### src/rtl/mem_arbiter.sv
// -----------------------------------------------------------------------------
// mem_arbiter
//
// Purpose:
//   Shares one single-ported, fixed-latency unified memory between the
//   instruction-fetch path and the data (load/store) path. One requester is
//   granted at a time. The memory port is held stable for LATENCY cycles.
//   Completion is signalled by a one-cycle ready pulse. Combinational stall
//   outputs let the pipeline freeze while a request is outstanding.
//
//   Timing, with the request first sampled at edge 0:
//     cycles 1..LATENCY : mem_enable = 1, port driven from latched registers
//     cycle  LATENCY+1  : ready = 1 (an IDLE cycle; a held req is re-granted
//                         at the end of this cycle)
//
// Parameters:
//   LATENCY : cycles the memory needs a request held stable (1..15)
//   ADDR_W  : address width
//   DATA_W  : data width
//
// Ports:
//   clk, rst            : clock (rising edge), asynchronous active-high reset
//   if_req/if_addr      : fetch request and address (held until if_ready)
//   if_data/if_ready    : fetched instruction and completion pulse
//   if_stall            : if_req & ~if_ready
//   d_req/d_wr/d_addr   : data request, 1 = store, address
//   d_wdata             : store data
//   d_rdata/d_ready     : load data and completion pulse (stores pulse too)
//   d_stall             : d_req & ~d_ready
//   mem_enable/mem_wr   : memory enable (whole access) and write strobe
//   mem_addr            : memory address
//   mem_data_in         : write data towards memory
//   mem_data_out        : read data from memory
//
// Configuration:
//   ARB_RR_EN : when defined, contention in IDLE is resolved round-robin using
//               a 1-bit last-grant register (reset value = fetch). When not
//               defined, data always wins, so a continuous d_req starves fetch.
// -----------------------------------------------------------------------------
module mem_arbiter #(
    parameter int LATENCY = 4,
    parameter int ADDR_W  = 16,
    parameter int DATA_W  = 16
) (
    input  logic              clk,
    input  logic              rst,

    input  logic              if_req,
    input  logic [ADDR_W-1:0] if_addr,
    output logic [DATA_W-1:0] if_data,
    output logic              if_ready,
    output logic              if_stall,

    input  logic              d_req,
    input  logic              d_wr,
    input  logic [ADDR_W-1:0] d_addr,
    input  logic [DATA_W-1:0] d_wdata,
    output logic [DATA_W-1:0] d_rdata,
    output logic              d_ready,
    output logic              d_stall,

    output logic              mem_enable,
    output logic              mem_wr,
    output logic [ADDR_W-1:0] mem_addr,
    output logic [DATA_W-1:0] mem_data_in,
    input  logic [DATA_W-1:0] mem_data_out
);

    // Four bits cover the legal LATENCY range; the counter runs LATENCY-1..0.
    localparam int            CNT_W    = 4;
    localparam logic [CNT_W-1:0] CNT_INIT = CNT_W'(LATENCY - 1);

    typedef enum logic [1:0] {
        IDLE   = 2'd0,
        BUSY_I = 2'd1,
        BUSY_D = 2'd2
    } state_t;

    state_t           state;
    logic [CNT_W-1:0] cnt;

    logic grant_d;
    logic grant_i;

`ifdef ARB_RR_EN
    typedef enum logic {
        GRANT_I = 1'b0,
        GRANT_D = 1'b1
    } grant_t;

    grant_t last_grant;
`endif

    // Stalls are combinational so the PC freezes in the same cycle the
    // request appears, and release exactly in the ready cycle.
    assign if_stall = if_req & ~if_ready;
    assign d_stall  = d_req  & ~d_ready;

    // Grant decision, only acted upon while IDLE.
    always_comb begin
        // NOTE: every signal written here gets a default first, so no path
        // leaves it unassigned and no latch is inferred.
        grant_d = 1'b0;
        grant_i = 1'b0;
`ifdef ARB_RR_EN
        // On contention serve whoever was not served last; a lone request
        // is always granted.
        if (d_req && if_req) begin
            grant_d = (last_grant == GRANT_I);
            grant_i = (last_grant == GRANT_D);
        end else begin
            grant_d = d_req;
            grant_i = if_req;
        end
`else
        // Fixed data priority: the older instruction in the pipeline
        // (the one doing the load/store) completes first.
        grant_d = d_req;
        grant_i = if_req & ~d_req;
`endif
    end

    // Single FSM with registered outputs. The mem_* registers double as the
    // latched request, so requester input changes mid-access are ignored.
    always_ff @(posedge clk or posedge rst) begin
        if (rst) begin
            // Reset drops any access in flight: mem_enable falls immediately
            // and no ready pulse follows.
            state       <= IDLE;
            cnt         <= '0;
            if_data     <= '0;
            if_ready    <= 1'b0;
            d_rdata     <= '0;
            d_ready     <= 1'b0;
            mem_enable  <= 1'b0;
            mem_wr      <= 1'b0;
            mem_addr    <= '0;
            mem_data_in <= '0;
`ifdef ARB_RR_EN
            last_grant  <= GRANT_I;
`endif
        end else begin
            // NOTE: state is updated with non-blocking assignments so every
            // register samples the pre-edge values, independent of statement
            // order.
            // Ready pulses last exactly one cycle unless re-asserted below.
            if_ready <= 1'b0;
            d_ready  <= 1'b0;

            case (state)
                IDLE: begin
                    if (grant_d) begin
                        state       <= BUSY_D;
                        cnt         <= CNT_INIT;
                        mem_enable  <= 1'b1;
                        mem_wr      <= d_wr;
                        mem_addr    <= d_addr;
                        mem_data_in <= d_wdata;
`ifdef ARB_RR_EN
                        last_grant  <= GRANT_D;
`endif
                    end else if (grant_i) begin
                        state       <= BUSY_I;
                        cnt         <= CNT_INIT;
                        mem_enable  <= 1'b1;
                        mem_wr      <= 1'b0;
                        mem_addr    <= if_addr;
                        mem_data_in <= '0;
`ifdef ARB_RR_EN
                        last_grant  <= GRANT_I;
`endif
                    end
                end

                BUSY_I: begin
                    if (cnt == '0) begin
                        state      <= IDLE;
                        mem_enable <= 1'b0;
                        mem_wr     <= 1'b0;
                        if_data    <= mem_data_out;
                        if_ready   <= 1'b1;
                    end else begin
                        cnt <= cnt - 1'b1;
                    end
                end

                BUSY_D: begin
                    if (cnt == '0) begin
                        state      <= IDLE;
                        mem_enable <= 1'b0;
                        mem_wr     <= 1'b0;
                        // A store still pulses d_ready but leaves d_rdata alone.
                        if (!mem_wr) begin
                            d_rdata <= mem_data_out;
                        end
                        d_ready    <= 1'b1;
                    end else begin
                        cnt <= cnt - 1'b1;
                    end
                end

                default: begin
                    state      <= IDLE;
                    mem_enable <= 1'b0;
                    mem_wr     <= 1'b0;
                end
            endcase
        end
    end

endmodule
### config.mk
export PLATFORM = sky130hd
export DESIGN_NAME = mem_arbiter
export DESIGN_NICKNAME = d
export VERILOG_FILES = /design/src/rtl/mem_arbiter.sv
export SDC_FILE = /design/constraint.sdc
export NUM_CORES = 1
export LEC_CHECK = 0
export CAP_MARGIN = 20
export CORE_MARGIN = 2
export CORE_UTILIZATION = 42
export CTS_CLUSTER_SIZE = 12
export DETAILED_ROUTE_END_ITERATION = 6
export GPL_TIMING_DRIVEN = 0
export PLACE_DENSITY = 0.8
export SLEW_MARGIN = 20
export SYNTH_ARGS = -nofsm -noshare
export SYNTH_HDL_FRONTEND = slang
export SYNTH_SLANG_ARGS = --single-unit
export TNS_END_PERCENT = 10
### constraint.sdc
create_clock -name clk -period 3 [get_ports clk]
set_input_delay 0.6 -clock clk [delete_from_list [all_inputs] [get_ports clk]]
set_output_delay 0.6 -clock clk [all_outputs]
set_load 0.02 [all_outputs]
==> impl_results.md <==
* Critical path class: primary input to output port
* Chip Height at 90.7 um
* Worst-margin pin slew at 0.684 ns
* # diodes at 0
* Setup violators final at 0
* CTS tree: done
* CTS max path bufs at 2
* Synth Flop Type: dfrtp_1
* Post-synth top area share at 58.7%
* Largest net degree at the start of global routing at 61
* Drt pass-1 iters at 4
* RSZ-0062 raised after global routing: false
* Post-synth EDFFs at 0
* WL met1 at 3.11 mm
* Fin. Hold Viols at 0
* CTS resizes at 0
* Max-Cap Viols at 0
* Initial Util at 43.5%
* Fin. max-slew vios at 0
* Drt wl/cell at 15.8 um
* Detailed Route Iter0 Violations at 63
* Synth cell types at 35
* Area Growth Syn to Fin at 55.3%
* Initial antenna violation count at 0
* Layout cells sized above 1 at 16.6%
* DP Cell Count at 474
* CP Launch Type: primary input
* Most common cell after layout, fill and taps aside: clkdlybuf4s50_1
* Vias at 2457
* Cells on worst reg2reg path at 7
* Non-filler cells, final at 490
* Worst Path Max Fanout at 10
* WP data arrival at 2.15 ns
* Hold path cells at 2
* IR drop worst, VDD at 0.613 mV
* Top sig layer: met4
* Setup bufs post-CTS at 0
* CTS Buf Count at 9
* Critical path required time at 2.40 ns
* DR WL met2 at 3.65 mm
* DR vias/cell at 5.01
* H-tree depth at 3
* Synth warn at 0
* Seq/Total Area, Yosys at 58.7%
* Root Driver: clkbuf_8
* Pleak at 2.14 nW
* Cell chain of the critical path: clkbuf_1 > clkbuf_1 > nor2b_1 > clkdlybuf4s50_1
* Synth area leader: dfrtp_1
* Synth async-reset ratio at 100%
* Critical path endpoint category: output port
* Fill cell count at 561
* Synth top area cells: dfrtp_1, mux2_2, mux2i_1, a22o_1, mux2_4
* Layout Skew at 0.0123 ns
* Post-route ant nets at 0
* Power Dens Cells at 1070 nW/um^2
* CTS clock-pin slew for the worst setup and hold paths at 0.08 ns
* Status: finished, final reports clean
* # hold bufs at CTS at 0
* Die Area at 8220 um^2
* Dpl cell area at 4680 um^2
* GRT Total Usage at 19.5%
* Drt drc at 0
* Synthesized area at 3160 um^2
* Cells after Synth at 237
* Worst min path class: flip-flop to flip-flop
* Fin nets at 459
* Die Span X at 90.7 um
* Number of top-level pins at 139
* Fin crit period at 2.75 ns
* Synth Area per Inst at 13.3 um^2
* GPL Wtd Cong at 0.801
* Final instance area at 4900 um^2
* Most frequent CP cell: clkbuf_1
* Syn_nets at 310
* WL met3 at 899 um
* Wire length of the first global-routing pass at 12.6 mm
* Delay of the slowest critical-path stage at 0.61 ns
* Number of global-route vias before repair at 2576
* # rows at 31
* Detailed Place HPWL at 5.87 mm
* CORE AREA at 7250 um^2
* Relative slew slack at 54.4%
* Commonest non-fill, non-tap cells in the layout: clkdlybuf4s50_1, dfrtp_1, mux2_2
* Critical-path top delay cell: clkdlybuf4s50_1
* Aggregate routed wire length at 7.73 mm
* Yosys reg bits at 74
* CTS sink cnt at 74
* Clk Latency, worst-skew pair at 0.34 ns
* Crit share post-route at 91.7%
* GR Overflow Total at 0
* Fmax at 364 MHz
* IO buf count at 137
## worst paths after layout
check	slack (ns)	from	end
max	0.25	d_req	d_stall
max reg2reg	0.95	cnt[0]$_DFFE_PP0P_	if_data[5]$_DFFE_PP0P_
min reg2reg	0.48	mem_addr[6]$_DFFE_PP0P_	mem_addr[6]$_DFFE_PP0P_
max in group asynchronous	1.90	rst	if_data[0]$_DFFE_PP0P_
min	0.48	mem_addr[6]$_DFFE_PP0P_	mem_addr[6]$_DFFE_PP0P_
min in group asynchronous	0.53	rst	d_rdata[15]$_DFFE_PP0P_
## state kept, by name, summed over array words and instances (netlist names)
| register | cells |
|---|---|
| d_rdata | 16 |
| if_data | 16 |
| mem_addr | 16 |
| mem_data_in | 16 |
| cnt | 4 |
| state | 2 |
| d_ready | 1 |
| if_ready | 1 |
| mem_enable | 1 |
| mem_wr | 1 |
## cell usage after synthesis (3+ instances only)
master     n
a22o_1    17
mux2_4     9
o21ai_0   17
buf_2      5
nand2_1   22
ha_1       4
mux2i_1   16
nor2b_1    3
inv_1      7
clkbuf_1   6
mux2_2    23
a21oi_1    4
dfrtp_1   74
## cell families (layout without fill, tap and decap cells)
family | after synthesis | after routing | synth area share [%]
AOI/OAI and AO/OA | 49 | 49 | 10.9
adders and majority gates | 4 | 4 | 1.59
buffers and inverters | 21 | 175 | 3.97
DFF | 74 | 74 | 58.7
muxes | 48 | 48 | 17.6
and+or+nand+nor | 41 | 41 | 7.34
## critical path, delay by kind of cell
| kind | cells | cell delay (ns) |
|---|---|---|
| buffers and inverters | 3 | 1.35 |
| AND/OR/NAND/NOR | 1 | 0.20 |
## through the flow
stage	TNS, ns	total power [mW]	utilization (%)	setup WS, ns	hold WS, ns
global placement	-45.45	4.33	64.1	-0.618	0.462
finish	0	5.23	67.6	0.249	0.481
detailed placement	0	4.42	64.5	0.246	0.470
global route	0	5.52	67.6	0.138	0.517
CTS	0	5.28	67.6	0.247	0.489
floorplan	0	3.15	-	0.518	0.489
## power breakdown
group | total, mW | internal, mW | leakage, nW | switching (mW)
sequential | 1.76 | 1.48 | 0.923 | 0.282
combinational | 2.63 | 1.34 | 1.11 | 1.29
clock | 0.837 | 0.472 | 0.110 | 0.365
## area by class of cell
class	instances	area (um^2)	area share (%)
Buffer	14	98.8	2.02
Clock buffer	10	128	2.60
Clock inverter	6	91.3	1.86
Inverter	7	28.8	0.587
Multi-Input combinational cell	142	1180	24.1
Sequential cell	74	1850	37.8
Tap cell	99	124	2.53
Timing Repair Buffer	138	1400	28.5
## metal layers
layer / vias up / global-route usage [%]
met4: 0 / 5.51
met1: 1180 / 22.8
met5: - / 0
li1: 1147 / -
met3: 6 / 9.27
met2: 124 / 32.0
(Power assumes the default switching activity.)
